### config.mk
export PLATFORM = sky130hd
export DESIGN_NAME = spi_ram_ctrl
export DESIGN_NICKNAME = d
export VERILOG_FILES = /design/src/rtl/spi_ram_ctrl.sv
export SDC_FILE = /design/constraint.sdc
export NUM_CORES = 1
export LEC_CHECK = 0
export ABC_AREA = 0
export CAP_MARGIN = 30
export CORE_MARGIN = 4
export CORE_UTILIZATION = 45
export CTS_CLUSTER_DIAMETER = 200
export DETAILED_ROUTE_END_ITERATION = 7
export HOLD_SLACK_MARGIN = 0.05
export PLACE_DENSITY_LB_ADDON = 0.08
export SLEW_MARGIN = 25
export SYNTH_ARGS = -nofsm -noshare
export SYNTH_HDL_FRONTEND = slang
export SYNTH_SLANG_ARGS = --single-unit
### constraint.sdc
create_clock -name clk -period 4.1 [get_ports clk]
set_clock_uncertainty 0.05 [all_clocks]
set_input_delay 0.615 -clock clk [delete_from_list [all_inputs] [get_ports clk]]
set_output_delay 0.615 -clock clk [all_outputs]
set_load 0.03 [all_outputs]
### src/rtl/spi_ram_ctrl.sv
// SPI-command / local-requester front end for a single-port RAM.
// SPI words load address registers or queue one access in a one-entry
// pending buffer; a round-robin FSM shares the memory port with a local
// requester and returns read data to whichever side issued the read.
module spi_ram_ctrl #(
   parameter int unsigned ADDR_W = 8,
   parameter int unsigned DATA_W = 8
) (
   input  logic              clk,
   input  logic              rst_n,
   // SPI slave side
   input  logic [9:0]        rx_data,
   input  logic              rx_valid,
   output logic [7:0]        tx_data,
   output logic              tx_valid,
   // local requester
   input  logic              loc_req,
   input  logic              loc_we,
   input  logic [ADDR_W-1:0] loc_addr,
   input  logic [DATA_W-1:0] loc_wdata,
   output logic              loc_gnt,
   output logic [DATA_W-1:0] loc_rdata,
   output logic              loc_rvalid,
   // single-port memory
   output logic              mem_en,
   output logic              mem_we,
   output logic [ADDR_W-1:0] mem_addr,
   output logic [DATA_W-1:0] mem_wdata,
   input  logic [DATA_W-1:0] mem_rdata,
   // sticky overflow
   output logic              ovf
);

   typedef enum logic [1:0] {
      StIdle,
      StSpiAcc,
      StLocAcc,
      StRdRet
   } state_e;

   localparam logic [ADDR_W-1:0] AddrOne = {{(ADDR_W-1){1'b0}}, 1'b1};

   state_e              state_q;
   logic [ADDR_W-1:0]   wr_addr_q;
   logic [ADDR_W-1:0]   rd_addr_q;
   logic                pend_valid_q;
   logic                pend_we_q;
   logic [ADDR_W-1:0]   pend_addr_q;
   logic [DATA_W-1:0]   pend_data_q;
   logic                last_loc_q;   // 1: local was granted most recently
   logic                owner_loc_q;  // 1: current access belongs to local

   logic                grant_spi;
   logic                grant_loc;
   logic                cmd_access;
   logic                cmd_load;
   logic                cmd_accept;
   logic                cmd_drop;

   // Arbitration in IDLE and SPI command classification
   always_comb begin
      grant_spi = 1'b0;
      grant_loc = 1'b0;
      if (state_q == StIdle) begin
         if (pend_valid_q && loc_req) begin
            if (last_loc_q) grant_spi = 1'b1;
            else            grant_loc = 1'b1;
         end else if (pend_valid_q) begin
            grant_spi = 1'b1;
         end else if (loc_req) begin
            grant_loc = 1'b1;
         end
      end
      // bit 8 set: 01 write / 11 read; clear: 00 / 10 address loads
      cmd_access = rx_valid & rx_data[8];
      cmd_load   = rx_valid & ~rx_data[8];
      // a full buffer still accepts if it is being drained on this edge
      cmd_accept = cmd_access & (~pend_valid_q | grant_spi);
      cmd_drop   = cmd_access & ~cmd_accept;
   end

   // Address registers, pending buffer and overflow flag
   always_ff @(posedge clk or negedge rst_n) begin
      if (!rst_n) begin
         wr_addr_q    <= '0;
         rd_addr_q    <= '0;
         pend_valid_q <= 1'b0;
         pend_we_q    <= 1'b0;
         pend_addr_q  <= '0;
         pend_data_q  <= '0;
         ovf          <= 1'b0;
      end else begin
         if (grant_spi) begin
            pend_valid_q <= 1'b0;
         end
         if (cmd_load) begin
            if (rx_data[9]) rd_addr_q <= rx_data[ADDR_W-1:0];
            else            wr_addr_q <= rx_data[ADDR_W-1:0];
         end
         if (cmd_accept) begin
            pend_valid_q <= 1'b1;
            pend_we_q    <= ~rx_data[9];
            pend_data_q  <= rx_data[DATA_W-1:0];
            if (rx_data[9]) begin
               pend_addr_q <= rd_addr_q;
               rd_addr_q   <= rd_addr_q + AddrOne;
            end else begin
               pend_addr_q <= wr_addr_q;
               wr_addr_q   <= wr_addr_q + AddrOne;
            end
         end
         if (cmd_drop) begin
            ovf <= 1'b1;
         end
      end
   end

   // Access FSM with registered memory, grant and return-data outputs
   always_ff @(posedge clk or negedge rst_n) begin
      if (!rst_n) begin
         state_q     <= StIdle;
         last_loc_q  <= 1'b1;
         owner_loc_q <= 1'b0;
         mem_en      <= 1'b0;
         mem_we      <= 1'b0;
         mem_addr    <= '0;
         mem_wdata   <= '0;
         loc_gnt     <= 1'b0;
         tx_data     <= '0;
         tx_valid    <= 1'b0;
         loc_rdata   <= '0;
         loc_rvalid  <= 1'b0;
      end else begin
         // strobes default low; only set on the edge entering their cycle
         mem_en     <= 1'b0;
         mem_we     <= 1'b0;
         loc_gnt    <= 1'b0;
         tx_valid   <= 1'b0;
         loc_rvalid <= 1'b0;
         unique case (state_q)
            StIdle: begin
               if (grant_spi) begin
                  state_q     <= StSpiAcc;
                  mem_en      <= 1'b1;
                  mem_we      <= pend_we_q;
                  mem_addr    <= pend_addr_q;
                  mem_wdata   <= pend_data_q;
                  last_loc_q  <= 1'b0;
                  owner_loc_q <= 1'b0;
               end else if (grant_loc) begin
                  state_q     <= StLocAcc;
                  mem_en      <= 1'b1;
                  mem_we      <= loc_we;
                  mem_addr    <= loc_addr;
                  mem_wdata   <= loc_wdata;
                  loc_gnt     <= 1'b1;
                  last_loc_q  <= 1'b1;
                  owner_loc_q <= 1'b1;
               end
            end
            StSpiAcc, StLocAcc: begin
               // mem_we still holds the type of the access just issued
               state_q <= mem_we ? StIdle : StRdRet;
            end
            StRdRet: begin
               if (owner_loc_q) begin
                  loc_rdata  <= mem_rdata;
                  loc_rvalid <= 1'b1;
               end else begin
                  tx_data  <= mem_rdata[7:0];
                  tx_valid <= 1'b1;
               end
               state_q <= StIdle;
            end
            default: state_q <= StIdle;
         endcase
      end
   end

endmodule

; After elaboration in Yosys (flattened, before gate mapping)
; Index checks and enable logic that the tools add are counted.
[word_totals]
ff_bits = 76
inputBits = 39
word_cells = 85
output_inout_bits = 38
[op_classes]
add_sub_neg = 2
n_reduce_logical = 8
muxes = 42
bitwise = 10
n_eq_ne = 4
[ops]
columns = operator, n
row1 = two-way mux 8 bit, 13
row2 = two-way mux 1 bit, 25
row3 = "adder 8 x 1 -> 8 bit, second input constant", 2
row4 = two-way mux 2 bit, 3
row5 = case mux 2 bit (3 select lines), 1
row6 = AND reduction 2 bit, 3
row7 = NOT 1 bit, 5
row8 = AND 1 bit, 4
row9 = "equality test 2 bit, second input constant", 2
row10 = nonzero test 2 bit, 2
row11 = "!= test 3 bit, second input constant", 1
row12 = "equality test 2 x 1 -> 1 bit, second input constant", 1
row13 = zero test 2 bit, 1
row14 = OR reduction 2 bit, 1
row15 = logical AND 1 bit, 1
row16 = OR 1 bit, 1

; Logic depth before layout (Yosys ltp)
[depth]
word_depth = 7
depth_mapped = 9
mapped_depth_nobuf = 6

; Least setup slack after synthesis
; OpenSTA, ideal clock, no wires.
[synth_timing]
kind = input to register
from = input port loc_req
to = register rd_addr_q[4]
t_required_ns = 3.923
path_buffers = 2
arrival_ns = 1.651
setup_ns = 0.127
setup_slack_ns = 2.272
path_stages = 6
cell_sequence = and3b_1 buf_6 or3_4 buf_6 o32ai_2 a21oi_1
[synth_via]
elab_chain_cells = 6
[synth_rtl]
columns = item, line_no
row1 = "start, declared", 17  ; input logic loc_req,
row2 = logical AND 1 bit, 65  ; if (pend_valid_q && loc_req) begin
row3 = two-way mux 1 bit, 65
row4 = two-way mux 1 bit, 64  ; if (state_q == StIdle) begin
row5 = OR 1 bit, 78  ; cmd_accept = cmd_access & (~pend_valid_q | grant_spi);
row6 = AND 1 bit, 78
row7 = two-way mux 8 bit, 100  ; if (cmd_accept) begin
row8 = "end signal, assigned", 97  ; if (rx_data[9]) rd_addr_q <= rx_data[ADDR_W-1:0];
row9 = "end signal, assigned", 106  ; rd_addr_q <= rd_addr_q + AddrOne;
row10 = "end, declared", 45  ; logic [ADDR_W-1:0] rd_addr_q;
; Every way passes these cells.
; A chain may end at the register's enable or synchronous reset.

; Worst setup path in the final report
[layout_timing]
from = input port rx_data[9]
to = register rd_addr_q[6]
[layout_via]
elab_chain_cells = 4
[layout_rtl]
columns = item, line_no
row1 = "start, declared", 12  ; input logic [9:0] rx_data,
row2 = two-way mux 8 bit, 97
row3 = two-way mux 8 bit, 96  ; if (cmd_load) begin
row4 = two-way mux 8 bit, 104  ; if (rx_data[9]) begin
row5 = two-way mux 8 bit (*), 100
; Every way passes the cells marked *; elsewhere a longest branch is shown, timed or not.

==> results.ini <==
[sta]
hold_viol = 0
fmaxAchievable_mhz = 364
setup_violations = 0
slew_viol_final = 0
hold_slack_ps = 221
period_needed_ps = 2750
slew_headroom_pct = 39.2
tightest_slew_ps = 909
fin_crit_sh_pct = 67.0
rsz0062_at_grt = false
fin_ws_ps = 1350
setup_tns_ps = 0

[finish]
drive_above_1_share_pct = 11.1
design_area_um2 = 4440
final_util_pct = 60.3
antenna_cells = 0
fin_nets = 436
area_growth_pct = 28.1

[run_status]
status = finished clean

[floorplanning]
rows = 31
core_area_um2 = 7370
pin_count = 77
die_h_um = 95.8
die_area_um2 = 9180
start_util_pct = 47.1
die_x_um = 95.8

[worst_setup_path]
worst_ep_arrival_time_ps = 2940
path_delay_family = buffers and inverters
endpoint_kind = flip-flop
critPathKind = input port to flip-flop
worst_ep_required_time_ps = 4290
cp-start-kind = input port
path_cells = clkdlybuf4s50_1 > nand3b_1 > o31ai_1 > o21ai_0 > a221oi_1
crit_slowest_cell = clkdlybuf4s50_1
path_max_fanout = 23
critical_path_buf_inv_count = 1
max_stage_delay_ps = 1060

[synthesis]
synth-async-reset-ratio_pct = 100
synth_edf_count = 0
ys_warn_count = 0
avgSynthCellArea_um2 = 10.8
yosysTopAreaCellShare_pct = 54.1
ys_ff_latch = 76
yosysTopAreaCell = dfrtp_1
synth_cell_types = 47
synth_area_um2 = 3470
syn_inst = 321
synth_flop_cell = dfrtp_1
synth_nets = 364
synth_seq_area_share_pct = 54.9
synthTopCellsByArea = dfrtp_1, mux2i_1, nand2_1, mux2_2, o21ai_0

[pwr]
p_leak_uw = 0.00204
peakVddDrop_mv = 0.251
power_switching_uw = 1360
power_frac_clock_pct = 14.2
cellPowerDensity_nw_per_um2 = 755
p_comb_share_pct = 46.4
seqPwrFrac_pct = 39.4
swShare_pct = 40.5
power.internal_uw = 2000

[detailed_routing]
drc = 0
wl_mm = 7.59
ant_nets = 0
vias = 2601
drtIter0Drc = 107
wl_per_cell_um = 15.3
viasPerCell = 5.24
drt-pass1-iter-count = 5

[grt]
use_met3_pct = 4.46
grt-busiest-layer = met1
grt_pass1_wl_mm = 12.5
overflow = 0
grt_pass1_vias = 2506
grt_max_degree = 77
met2_usage_pct = 25.2
antenna_found_initial = 0
gr-usage-all-layers_pct = 17.9
met1_usage_pct = 26.3

[placement]
place_area_um2 = 4280
place_ws_ps = 1040
hpwl_mm = 5.40
io_buffers = 76
routabilityCongestion = 0.801

[cts]
clock_latency_ps = 340
cts_tree = built
cts_buffers = 9
clk_pin_slew_worst_paths_ps = 80
ctsRootBufferMaster = clkbuf_8
htree_levels = 3
ctsResizeCount = 0
post-cts-setup-buffer-count = 0
cts_sinks = 76
holdBufCountCts = 0
cts_buffer_depth = 2

[job]
drv_cap = 0

[hold_path]
hold_path.class = input port to async pin

[routing by layer]
metal / share of wire [%] / up-vias
met5: 0 / -
li1: - / 1279
met1: 49 / 1236
met4: 1.5 / 0
met3: 6.6 / 9
met2: 43 / 77
[cell families after synthesis]
| family | share of synthesized area [%] |
|---|---|
| AO/OA/AOI/OAI | 12.3 |
| multiplexers | 12.7 |
| XOR/XNOR | 0.253 |
| flip-flops | 54.9 |
| adder cells (fa/ha/maj) | 1.44 |
| AND/OR/NAND/NOR | 14.9 |
| buffers and inverters | 3.57 |
[Yosys cell counts (all sizes together), types with 4 or more instances]
cell type,number
a21oi,8
inv,9
mux2i,26
buf,10
o21ai,31
nor3,4
nand4,5
dfrtp,75
nand3,4
nand2,60
o22ai,6
mux2,16
clkbuf,7
nor2,12
ha,4
[area by class of cell]
type	instances	area [µm²]
multi-input combinational	219	1450
clock buffer	10	128
tap	99	124
inverter	9	33.8
timing repair buffer	78	781
clock inverter	5	30.0
fill	657	2930
sequential	76	1900
[power groups by stage]
stage                     logic, µW  registers, µW  clock network [µW]
after floorplan                 703           1620                   0
after global routing           1710           1370                 522
final                          1560           1320                 477
after detailed placement       1570           1340                   0
after global placement         1540           1320                   0
after CTS                      1580           1320                 491
[per-stage QoR]
stage,cells,total power [µW]
global route,496,3610
detailed placement,481,2910
CTS,496,3390
global placement,480,2870
floorplan,321,2330
finish,496,3360
[worst paths after layout]
path                              from      endpoint  slack, ps  depth (start not counted)
setup / recovery            rx_data[9]  rd_addr_q[6]       1350                          5
hold / removal                   rst_n   mem_addr[4]        220                          1
setup reg to reg            state_q[0]  rd_addr_q[3]       1930                          6
hold reg to reg            mem_addr[1]   mem_addr[1]        430                          2
max in group asynchronous        rst_n    state_q[0]       3300                          1
min in group clk           mem_addr[1]   mem_addr[1]        430                          2
[state kept, by name, summed over array words and instances (netlist names), 2 cells and up, named ones only]
signal	cells
state_q	2
mem_wdata	8
loc_rdata	8
wr_addr_q	7
pend_data_q	8
pend_addr_q	8
tx_data	8
mem_addr	8
rd_addr_q	7
[placed cells by master (no fill, tap or decap), types with 2 or more instances in the layout]
master           instances
a311oi_1                 3
nand4_1                  5
and2_1                   2
and3_1                   3
clkbuf_8                 9
nand2_1                 60
clkdlybuf4s50_1         75
mux2_2                  16
clkinvlp_4               2
a311o_1                  2
dfrtp_1                 75
nor2_1                  12
nor3b_1                  2
o22ai_1                  6
o21ai_1                  2
nand3_1                  4
nor4_2                   2
and3b_1                  3
nand2b_1                 2
o21ai_0                 28
a21oi_1                  8
nor3_1                   3
inv_1                    9
a21o_1                   3
o221a_2                  2
clkinv_2                 3
ha_1                     4
o31ai_1                  2
a211oi_1                 3
mux2i_1                 26
buf_6                    2
(Power assumes the default switching activity.)
